**src/rtl/snax_csr_req_buffer.sv**
```systemverilog
// CSR request/response decoupling buffer between the SNAX translator and the streamer.
// In-order request and response FIFOs; reads are admitted only against free response credits.
module snax_csr_req_buffer #(
  parameter int unsigned DataWidth = 32,
  parameter int unsigned AddrWidth = 32,
  parameter int unsigned ReqDepth  = 4,
  parameter int unsigned RspDepth  = 2
) (
  input  logic                            clk_i,
  input  logic                            rst_ni,
  input  logic [DataWidth-1:0]            up_req_data_i,
  input  logic [AddrWidth-1:0]            up_req_addr_i,
  input  logic                            up_req_write_i,
  input  logic                            up_req_valid_i,
  output logic                            up_req_ready_o,
  output logic [DataWidth-1:0]            up_rsp_data_o,
  output logic                            up_rsp_valid_o,
  input  logic                            up_rsp_ready_i,
  output logic [DataWidth-1:0]            dn_req_data_o,
  output logic [AddrWidth-1:0]            dn_req_addr_o,
  output logic                            dn_req_write_o,
  output logic                            dn_req_valid_o,
  input  logic                            dn_req_ready_i,
  input  logic [DataWidth-1:0]            dn_rsp_data_i,
  input  logic                            dn_rsp_valid_i,
  output logic                            dn_rsp_ready_o,
  output logic [$clog2(RspDepth+1)-1:0]   rd_outstanding_o,
  output logic                            idle_o,
  output logic                            err_o
);

  localparam int unsigned ReqPtrW = (ReqDepth > 1) ? $clog2(ReqDepth) : 1;
  localparam int unsigned RspPtrW = (RspDepth > 1) ? $clog2(RspDepth) : 1;
  localparam int unsigned ReqCntW = $clog2(ReqDepth + 1);
  localparam int unsigned RspCntW = $clog2(RspDepth + 1);

  localparam logic [ReqCntW-1:0] ReqFull = ReqCntW'(ReqDepth);
  localparam logic [RspCntW-1:0] RspFull = RspCntW'(RspDepth);
  localparam logic [ReqPtrW-1:0] ReqLast = ReqPtrW'(ReqDepth - 1);
  localparam logic [RspPtrW-1:0] RspLast = RspPtrW'(RspDepth - 1);

  function automatic logic [ReqPtrW-1:0] req_ptr_next(input logic [ReqPtrW-1:0] p);
    return (p == ReqLast) ? '0 : p + 1'b1;
  endfunction

  function automatic logic [RspPtrW-1:0] rsp_ptr_next(input logic [RspPtrW-1:0] p);
    return (p == RspLast) ? '0 : p + 1'b1;
  endfunction

  logic [DataWidth-1:0] req_data_q  [ReqDepth];
  logic [AddrWidth-1:0] req_addr_q  [ReqDepth];
  logic                 req_write_q [ReqDepth];
  logic [ReqPtrW-1:0]   req_wptr_q, req_rptr_q;
  logic [ReqCntW-1:0]   req_cnt_q;

  logic [DataWidth-1:0] rsp_data_q [RspDepth];
  logic [RspPtrW-1:0]   rsp_wptr_q, rsp_rptr_q;
  logic [RspCntW-1:0]   rsp_cnt_q;

  logic [RspCntW-1:0]   rd_out_q;
  logic                 err_q;

  logic req_push, req_pop, rsp_push, rsp_pop, rd_inc;

  // Ready looks only at registered occupancy/credits; a same-cycle pop never frees a slot early.
  assign up_req_ready_o = (req_cnt_q < ReqFull) & (up_req_write_i | (rd_out_q < RspFull));
  assign req_push       = up_req_valid_i & up_req_ready_o;
  assign dn_req_valid_o = (req_cnt_q != '0);
  assign req_pop        = dn_req_valid_o & dn_req_ready_i;
  assign dn_req_data_o  = req_data_q[req_rptr_q];
  assign dn_req_addr_o  = req_addr_q[req_rptr_q];
  assign dn_req_write_o = req_write_q[req_rptr_q];

  assign dn_rsp_ready_o = (rsp_cnt_q != RspFull);
  assign rsp_push       = dn_rsp_valid_i & dn_rsp_ready_o;
  assign up_rsp_valid_o = (rsp_cnt_q != '0);
  assign rsp_pop        = up_rsp_valid_o & up_rsp_ready_i;
  assign up_rsp_data_o  = rsp_data_q[rsp_rptr_q];

  assign rd_inc           = req_push & ~up_req_write_i;
  assign rd_outstanding_o = rd_out_q;
  assign idle_o           = (req_cnt_q == '0) & (rd_out_q == '0);
  assign err_o            = err_q;

  always_ff @(posedge clk_i or negedge rst_ni) begin
    if (!rst_ni) begin
      for (int unsigned i = 0; i < ReqDepth; i++) begin
        req_data_q[i]  <= '0;
        req_addr_q[i]  <= '0;
        req_write_q[i] <= 1'b0;
      end
      req_wptr_q <= '0;
      req_rptr_q <= '0;
      req_cnt_q  <= '0;
    end else begin
      if (req_push) begin
        req_data_q[req_wptr_q]  <= up_req_data_i;
        req_addr_q[req_wptr_q]  <= up_req_addr_i;
        req_write_q[req_wptr_q] <= up_req_write_i;
        req_wptr_q              <= req_ptr_next(req_wptr_q);
      end
      if (req_pop) req_rptr_q <= req_ptr_next(req_rptr_q);
      case ({req_push, req_pop})
        2'b10:   req_cnt_q <= req_cnt_q + 1'b1;
        2'b01:   req_cnt_q <= req_cnt_q - 1'b1;
        default: req_cnt_q <= req_cnt_q;
      endcase
    end
  end

  always_ff @(posedge clk_i or negedge rst_ni) begin
    if (!rst_ni) begin
      for (int unsigned i = 0; i < RspDepth; i++) rsp_data_q[i] <= '0;
      rsp_wptr_q <= '0;
      rsp_rptr_q <= '0;
      rsp_cnt_q  <= '0;
    end else begin
      if (rsp_push) begin
        rsp_data_q[rsp_wptr_q] <= dn_rsp_data_i;
        rsp_wptr_q             <= rsp_ptr_next(rsp_wptr_q);
      end
      if (rsp_pop) rsp_rptr_q <= rsp_ptr_next(rsp_rptr_q);
      case ({rsp_push, rsp_pop})
        2'b10:   rsp_cnt_q <= rsp_cnt_q + 1'b1;
        2'b01:   rsp_cnt_q <= rsp_cnt_q - 1'b1;
        default: rsp_cnt_q <= rsp_cnt_q;
      endcase
    end
  end

  // A credit is held from read acceptance until its response leaves upstream.
  always_ff @(posedge clk_i or negedge rst_ni) begin
    if (!rst_ni) begin
      rd_out_q <= '0;
      err_q    <= 1'b0;
    end else begin
      case ({rd_inc, rsp_pop})
        2'b10:   rd_out_q <= rd_out_q + 1'b1;
        2'b01:   rd_out_q <= rd_out_q - 1'b1;
        default: rd_out_q <= rd_out_q;
      endcase
      if (dn_rsp_valid_i && !dn_rsp_ready_o) err_q <= 1'b1;
    end
  end

endmodule

```
**config.mk**
```make
export PLATFORM = sky130hd
export DESIGN_NAME = snax_csr_req_buffer
export DESIGN_NICKNAME = d
export VERILOG_FILES = /design/src/rtl/snax_csr_req_buffer.sv
export SDC_FILE = /design/constraint.sdc
export NUM_CORES = 1
export LEC_CHECK = 0
export CORE_ASPECT_RATIO = 0.5
export CORE_MARGIN = 2
export CORE_UTILIZATION = 50
export CTS_CLUSTER_DIAMETER = 150
export CTS_CLUSTER_SIZE = 12
export DETAILED_ROUTE_END_ITERATION = 8
export MAX_ROUTING_LAYER = met4
export PLACE_DENSITY = 0.85
export SYNTH_ARGS = -nofsm -noshare
export SYNTH_HDL_FRONTEND = slang
export SYNTH_SLANG_ARGS = --single-unit
```
**constraint.sdc**
```tcl
create_clock -name clk_i -period 2.1 [get_ports clk_i]
set_clock_uncertainty 0.2 [all_clocks]
set_input_delay 0.21 -clock clk_i [delete_from_list [all_inputs] [get_ports clk_i]]
set_output_delay 0.21 -clock clk_i [all_outputs]
set_load 0.02 [all_outputs]
```
# Word-level counts from Yosys, hierarchy flattened
# Cells that the tools add are included.
# Widths: inputs -> output; s select.
word_totals:
  regBits: 338
  inputBits: 103
  output_inout_bits: 105
  word_cells: 102
op_classes:
  addsub: 10
  magnitude_cmp: 8
  eq_ne: 9
  muxes: 29
  n_bitwise: 13
  n_reduce_logical: 11
ops:
  columns: ["op", "count"]
  rows:
  - ["$mux 32", 9]
  - ["$bwmux 128", 2]
  - ["$bmux 32 s2", 2]
  - ["$bwmux 64", 1]
  - ["$demux 32 s2", 1]
  - ["$demux 32 s1", 1]
  - ["$eq 2x2->1 const B", 5]
  - ["$add 2x1->2 const B", 4]
  - ["$pmux 2 s2", 2]
  - ["$reduce_bool 2->1", 4]
  - ["$and 1x1->1", 7]
  - ["$eq 2x1->1 const B", 3]
  - ["$ge 3x3->1 const B", 2]
  - ["$not 2->3", 2]
  - ["$pmux 3 s2", 1]
  - ["$mux 1", 5]
  - ["$bwmux 4", 1]
  - ["$ge 2x2->1 const B", 2]
  - ["$mux 2", 2]
  - ["$not 1->2", 2]
  - ["$sub 2x1->2 const B", 2]
  - ["$add 3x1->3 const B", 1]
  - ["$logic_and 1x1->1", 3]
  - ["$logic_not 3->1", 1]
  - ["other kinds (14)", 15]

# Logic depth before layout (Yosys ltp)
# Gate-level depths: netlist of the first run.
logic_depth:
  word_depth: 7
  depth_mapped: 9
  depth_no_buf: 9

# Worst setup path before layout of the first run
# OpenSTA, ideal clock, no wires.
synth_timing:
  kind: "reg2reg"
  from: "reg req_cnt_q[2]"
  to: "reg req_cnt_q[2]"
  setup_time_ps: 127
  t_arrival_ps: 1799
  required_time_ps: 1773
  slack_ps: -26
  path_stages_with_launch: 10
  n_path_buf: 0
  period_less_slack_ps: 2126
  path_cell_list: "dfrtp_1 or3_1 nand2_1 inv_1 ha_1 inv_1 fa_1 xor2_1 nor2_1 xor2_1"
synth_via:
  word_cells_on_any_way: 11
  cone_classes: "add/sub: 2; order compare: 1; eq/ne: 2; mux: 1; bitwise: 3; reduce/logical: 2"
synth_lines:
  columns: ["item", "line", "rtl"]
  rows:
  - ["from (decl)", "54", "logic [ReqCntW-1:0] req_cnt_q;"]
  - ["from (signal assigned)", "104", "2'b10: req_cnt_q <= req_cnt_q + 1'b1;"]
  - ["from (signal assigned)", "105", "2'b01: req_cnt_q <= req_cnt_q - 1'b1;"]
  - ["from (signal assigned)", "106", "default: req_cnt_q <= req_cnt_q;"]
  - ["$reduce_bool 3->1 *", "68", "assign dn_req_valid_o = (req_cnt_q != '0);"]
  - ["via dn_req_valid_o", "22", "output logic dn_req_valid_o,"]
  - ["$and 1x1->1 *", "69", "assign req_pop = dn_req_valid_o & dn_req_ready_i;"]
  - ["via req_pop", "63", "logic req_push, req_pop, rsp_push, rsp_pop, rd_inc;"]
  - ["$eq 2x1->1 or $eq 2x2->1 (tied branches)", "103", "case ({req_push, req_pop})"]
  - ["$pmux 3 s2 or $reduce_bool 2->1 (tied branches)", null, null]
# The timed path passes the listed nets; every way through them passes the cells marked *.
# A chain may end at the register's enable or synchronous reset.

# Worst setup path in the final report of the first run
layout_timing:
  from: "reg req_rptr_q[0]"
  to: "out dn_req_addr_o[27]"
layout_via:
  elab_chain_len: 4
layout_rtl:
  columns: ["item", "line", "rtl"]
  rows:
  - ["from (decl)", "53", "logic [ReqPtrW-1:0] req_wptr_q, req_rptr_q;"]
  - ["from (signal assigned)", "102", "if (req_pop) req_rptr_q <= req_ptr_next(req_rptr_q);"]
  - ["$not 2->3 (not written as such)", "71", "assign dn_req_addr_o = req_addr_q[req_rptr_q];"]
  - ["$bmux 32 s2", "71", null]
  - ["$mux 32 (not written as such) (2 in series)", "71", null]
  - ["to (decl)", "20", "output logic [AddrWidth-1:0] dn_req_addr_o,"]
# Every way passes these cells. The select of a mux whose other input is x is not followed.

==> results.py, run 1 <==
metrics = {
    "clock_tree": {
        "cts_tree": "yes",
        "cts_buffer_depth": 3,
        "ctsRootBufferMaster": "clkbuf_16",
        "cts_buffers": 34,
        "clkTransAtPathRegs_ns": 0.06,
        "clkSinkCount": 338,
        "insertion_delay_ns": 0.51,
        "h-tree-depth": 2,
    },
    "sta": {
        "rsz0062_at_grt": "yes",
        "layout_worst_path_cycle_share_pct": 114,
        "tightest_slew_ns": 0.496,
        "min_period_ns": 2.39,
        "setup_tns_ns": -16.44,
        "slew_headroom_pct": 66.9,
        "hold_viol_final": 0,
        "max_freq_ghz": 0.419,
        "setup_viol": 82,
        "fin_ws_ns": -0.289,
        "drv_slew": 0,
    },
    "critical_path": {
        "startpoint": "req_rptr_q[0]$_DFFE_PN0P_",
        "path_max_fanout": 9,
        "crit_slowest_cell": "mux4_2",
        "cp-start-kind": "flip-flop",
        "critPathArrivalTime_ns": 1.98,
        "required_ns": 1.69,
        "crit_buf_inv": 3,
        "rr_startpoint": "req_cnt_q[0]$_DFFE_PN0P_",
        "path_cells": "buf_12 > buf_16 > mux4_2 > buf_2",
        "cp_top_family": "multiplexers",
        "cp-end-kind": "output pin",
        "critPathKind": "reg -> out",
        "max_stage_delay_ns": 0.53,
    },
    "final_layout": {
        "area.growth.synth_to_final_pct": 28.3,
        "fillCellCount": 2035,
        "register_area_sq_um": 8470,
        "drive_gt1_share_pct": 57.9,
        "layout.nets": 1249,
        "multiInputGateArea_sq_um": 6700,
        "final_util_pct": 65.3,
    },
    "synthesis": {
        "synth-seq-cells": 338,
        "synth.area.top_cells": "dfrtp_1 55%, mux2_4 16%, mux2_2 14%, mux4_2 9.5%, buf_6 2.0%",
        "async_reset_ff_share_pct": 100,
        "synth_top_area_share_pct": 54.7,
        "syn_avg_cell_area_sq_um": 17.8,
        "synth-edff-count": 0,
        "synth_flop_cell": "dfrtp_1",
        "synth_most_common_cell": "dfrtp_1",
        "yosys_warnings": 0,
        "syn_area_sq_um": 15500,
        "ys_top_cells_by_count": "338 x dfrtp_1, 194 x mux2_2, 165 x mux2_4",
        "synth_cell_type_count": 29,
        "syn_inst": 868,
        "synth_top_area_cell": "dfrtp_1",
        "yosysSeqAreaShare_pct": 54.7,
        "syn-num-nets": 980,
    },
    "routing": {
        "route.detailed.drc": 0,
        "viasPerCell": 5.58,
        "first_iter_violations": 464,
        "vias": 8598,
        "avgRoutedWirePerCell_um": 23.0,
        "ant_nets": 0,
        "drt-total-wl_um": 35500,
        "drt_first_pass_iters": 4,
    },
    "pwr": {
        "power_frac_seq_pct": 33.1,
        "p_sw_mw": 11.9,
        "internal_power_mw": 23.9,
        "clockPowerShare_pct": 15.0,
        "swShare_pct": 33.2,
        "powerDensity_nw_per_um2": 1800,
        "ir_drop_mv": 0.829,
        "p_leak_nw": 9.23,
        "total_power_mw": 35.8,
        "p_comb_share_pct": 51.9,
    },
    "die": {
        "core.rowCount": 45,
        "initial_core_util_pct": 50.9,
        "core_sq_um": 30400,
        "boundaryPins": 208,
        "die_w_um": 253,
        "die_area_sq_um": 32500,
        "die_y_um": 128,
    },
    "grt": {
        "grt_pass1_vias": 9784,
        "gr-total-overflow": 0,
        "grt_max_degree": 93,
        "grt_use_total_pct": 23.0,
        "antenna_found_initial": 1,
        "grt_first_pass_wirelength_um": 56000,
    },
    "hold_path": {
        "min_from": "dn_rsp_data_i[22]",
        "hp-class": "in -> reg",
    },
    "outcome": {
        "violations": "negative setup slack",
        "status": "finished with violations",
    },
    "job": {
        "max_cap_viol_count": 0,
    },
    "placement": {
        "pre_cts_slack_ns": -0.180,
        "portBuffers": 207,
        "dpl.hpwl_um": 22100,
        "place.gp.congestion": 0.808,
    },
}
## routing by layer
layer | track usage, % | wire length, um
met1 | 29.1 | 14900
met2 | 38.6 | 18500
met3 | 3.82 | 1210
met4 | 6.37 | 833
met5 | - | 0
## sequential cells by signal, summed over array words and instances, names as in the netlist, 2 cells and up
signal and cells:
req_wptr_q 2, rsp_cnt_q 2, rsp_data_q 64, req_data_q 128, req_rptr_q 2, req_addr_q 128
req_write_q 4, req_cnt_q 3, rd_outstanding_o 2
## worst reg2reg max path, cell delays in order (launching register included)
cell	delay, ns
dfrtp_1	0.40
or3_4	0.42
nand2_4	0.09
inv_4	0.04
ha_4	0.15
inv_2	0.06
fa_2	0.20
xor2_1	0.18
nor2_1	0.09
xor2_1	0.16
## layout make-up
type / count / share of cell area, %
clock buffers: 37 / 4.45
flip-flops and latches: 338 / 42.7
repair buffers: 286 / 16.4
clock inverters: 2 / 0.101
inverters: 7 / 0.145
well taps: 399 / 2.52
multi-input cells: 470 / 33.8
diodes: 1 / 0.0126
## worst paths after layout
| kind | end | slack (ns) | depth (start not counted) |
|---|---|---|---|
| max | dn_req_addr_o[27] | -0.29 | 4 |
| min | rsp_data_q[22]$_DFFE_PN0P_ | 0.14 | 2 |
| max reg2reg | req_cnt_q[2]$_DFFE_PN0P_ | 0 | 9 |
| min reg2reg | err_o$_DFFE_PN0P_ | 0.26 | 1 |
| max in group asynchronous | rsp_data_q[17]$_DFFE_PN0P_ | 0.41 | 4 |
| min in group asynchronous | req_addr_q[49]$_DFFE_PN0P_ | 0.54 | 3 |
## per-stage QoR
stage                     cells  area, sq um  hold WS [ns]
final                      1540        19800         0.143
after global routing       1540        19800         0.116
after CTS                  1533        19500         0.118
after detailed placement   1473        18400       -0.0630
after global placement     1473        18400       -0.0705
after floorplan             868        15500        -0.286
## cell families (layout without fill, tap and decap cells)
group,Yosys count,after routing,share of synthesized area (%)
AO/OA/AOI/OAI,1,1,0.0485
XOR/XNOR,11,11,0.623
other,0,1,0
buffers and inverters,60,332,3.05
multiplexers,426,426,39.7
AND/OR/NAND/NOR,23,23,1.11
adder cells (fa/ha/maj),9,9,0.776
flip-flops,338,338,54.7
## cells in the final DEF (no fill, tap or decap), types with 2 or more instances in the layout
cell type	netlist	final
inv_1	7	5
buf_4	6	35
mux4_2	65	65
mux2_4	165	189
nor2b_4	1	2
dlygate4sd3_1	0	2
nand3_4	0	4
dfrtp_2	0	3
buf_16	0	5
clkbuf_16	0	37
xnor2_1	6	6
dlygate4sd2_1	0	3
nor2_1	5	5
dfrtp_1	338	334
or2_2	2	2
clkdlybuf4s50_1	0	103
ha_1	8	7
buf_2	11	15
buf_8	0	5
mux2_2	194	170
xor2_1	5	5
buf_12	0	30
clkbuf_1	7	2
buf_6	28	84
## power by group through the flow
stage,combinational (mW),sequential (mW),clock (mW)
global placement,16.8,11.5,0
CTS,17.7,11.7,5.53
floorplan,11.4,11.0,0
detailed placement,17.2,11.8,0
global route,19.6,12.2,5.83
finish,18.6,11.8,5.37
## repair_timing
item,4_1_cts,5_1_grt
gates cloned,6,2
buffers inserted,12,8
resized for setup,494,129
hold endpoints to repair,336,0
setup endpoints to repair,102,102
pin swaps,0,6
hold buffers,3,0
Power figures use the tool's default switching activity.
==> inputs of run 2 (changes only) <==
Settings changed: ABC_AREA from default to 0.
==> results of run 2 <==
Final layout, timing and power as in run 1 (identical DEF).
==> edit (flow settings as in run 2) <==
`AddrWidth`: 32 -> 36.
--- a/src/rtl/snax_csr_req_buffer.sv
+++ b/src/rtl/snax_csr_req_buffer.sv
@@ -2,7 +2,7 @@
 // In-order request and response FIFOs; reads are admitted only against free response credits.
 module snax_csr_req_buffer #(
   parameter int unsigned DataWidth = 32,
-  parameter int unsigned AddrWidth = 32,
+  parameter int unsigned AddrWidth = 36,
   parameter int unsigned ReqDepth  = 4,
   parameter int unsigned RspDepth  = 2
 ) (
Interface: changed (resized dn_req_addr_o and up_req_addr_i); port bits go from 208 to 216. The function was not compared with the original's and may differ.
==> edit against run 2 <==
The flow still finishes with violations (setup timing); wire length down 2.7%; worst setup slack worse by 0.015 ns; hold slack worse by 0.016 ns; core utilization down 0.39 points; die area up 0.65%; first-iteration DRC count down 33%; synthesized area up 0.67%; total power down 2.1%; final cell count up 3.4%; cell area down 0.42%; sequential cell count up 16.
==> edit: results (changes against run 2) <==
* Cell variety after synth at 27 (-6.9%)
* Seq/Total Area, Yosys at 56.9% (+2.2 points)
* Post-DP Area at 18600 um2 (+1.3%)
* Main area contributors after synthesis: dfrtp_1 (57%), mux2_2 (24%), mux4_2 (10%), mux2_4 (3.9%), buf_2 (1.0%)
* Htree depth at 2 (unchanged)
* Status: finished with violations
* Data arrival, critical path at 1.99 ns
* Vias per inst at 5.54 (-0.77%)
* Ys async rst share at 100% (unchanged)
* Switch share at 33.4% (+0.15 points)
* Routability congestion estimate at 0.770 (-4.8%)
* First-pass GRT wire length at 54600 um (-2.4%)
* Failing checks: setup timing
* CP Max Fanout at 10 (+1)
* 1st-pass router iterations at 6 (+2)
* DR iter-0 viols at 309 (-33%)
* Largest net degree at the start of global routing at 85 (-8.6%)
* Final net count at 1283 (+2.7%)
* Regs by FF count: req_addr_q (144), req_data_q (128), rsp_data_q (64)
* Vias in the first global route at 9946 (+1.7%)
* HPWL reported at the end of detailed placement at 22500 um (+1.6%)
* Peak supply drop at 0.855 mV (+3.1%)
* FF-to-FF Start: req_cnt_q[1]
* Fill count at 2070 (+1.7%)
* Fin area at 19800 um2 (-0.42%)
* Worst-margin pin slew at 0.460 ns (-0.0357 ns)
* LEAKAGE at 0.00876 uW (-5.2%)
* Place WS at -0.170 ns (+0.00985 ns)
* Routed wire length at 34500 um (-2.7%)
* I/O Buffers at 215 (+3.9%)
* Share of cells above drive strength 1 at 57.1% (-0.84 points)
* PnR worst setup slack at -0.305 ns (-0.0155 ns)
* Net Count, Synth at 1023 (+4.4%)
* Num CTS Buffers at 35 (+2.9%)
* # setup viols final at 69 (-16%)
* Tightest Hold Check Type: in2async
* Post-synth top cells: dfrtp_1 (354), mux2_2 (336), mux4_2 (69), mux2_4 (40), buf_2 (32)
* GRT Total Usage at 22.3% (-0.63 points)
-- edit: changes by cell type in the layout (fill, tap and decap cells not counted), sizes merged --
cell,run 2,this run
mux2,360,376
buf,174,162
dlymetal6s2s,1,2
clkbuf,39,44
mux4,65,69
dlygate4sd2,3,2
clkinv,0,1
clkdlybuf4s15,1,0
inv,9,7
dfrtp,338,354
dlygate4sd3,2,1
clkdlybuf4s50,103,106
-- edit: final timing paths --
path,to,slack [ns],depth (start not counted)
worst min-delay path,req_data_q[118],0.13,3
max in group asynchronous,req_addr_q[125],1.10,3
worst max register to register,req_cnt_q[2],0.03,9
worst min register to register,err_o,0.28,1
min in group clk_i,rsp_data_q[36],0.14,2
worst max-delay path,dn_req_addr_o[10],-0.30,4
-- edit: cells by family (layout without fill, tap and decap cells) --
kind of cell | Yosys count | count (layout) | share of synthesized area (%)
muxes | 446 | 446 | 38.2
DFF | 354 | 354 | 56.9
buffers and inverters | 63 | 325 | 2.38
and+or+nand+nor | 23 | 23 | 1.12
xor gates and xnor gates | 11 | 11 | 0.619
adders and majority gates | 9 | 9 | 0.771
AOI/OAI and AO/OA | 1 | 1 | 0.0482
other | 0 | 1 | 0
-- edit: cell type report --
cell class / instances / share of cell area (%)
Antenna cell: 1 / 0.0127
Clock buffer: 38 / 4.70
Clock inverter: 1 / 0.0443
Inverter: 7 / 0.133
Multi-Input combinational cell: 490 / 32.5
Sequential cell: 354 / 44.8
Tap cell: 423 / 2.68
Timing Repair Buffer: 279 / 15.1
-- edit: layer usage --
| layer | vias to the layer above | routed length, um | track usage (%) |
|---|---|---|---|
| met5 | - | 0 | - |
| met4 | 0 | 814 | 6.96 |
| met3 | 57 | 1240 | 3.64 |
| met2 | 151 | 18200 | 38.5 |
| met1 | 4759 | 14300 | 27.3 |
| li1 | 3858 | - | - |
-- edit: critical path: stages (launching register included) --
cell and delay, ns:
dfrtp_4 0.43, buf_12 0.15, buf_12 0.16, mux4_2 0.54
buf_2 0.18
-- edit: repair_timing --
action,4_1_cts,5_1_grt
endpoints found under the hold margin,354,0
hold buffers,2,0
gates cloned,4,1
pin swaps,1,2
resized for setup,532,62
buffers inserted,10,2
endpoints found under the setup margin,107,107
-- edit: through the flow --
step	setup TNS, ns	cells
2_1_floorplan	0	907
3_3_place_gp	-8.92	1538
3_5_place_dp	-11.17	1538
4_1_cts	-21.36	1593
5_1_grt	-21.98	1593
6_report	-17.21	1593
-- edit: power by group through the flow --
stage          Clock, uW  Sequential [uW]  Combinational (uW)
2_1_floorplan          0            11500               11000
3_3_place_gp           0            11900               16500
3_5_place_dp           0            12200               17000
4_1_cts             5710            12100               17300
5_1_grt             6010            12500               18400
6_report            5560            12100               17400
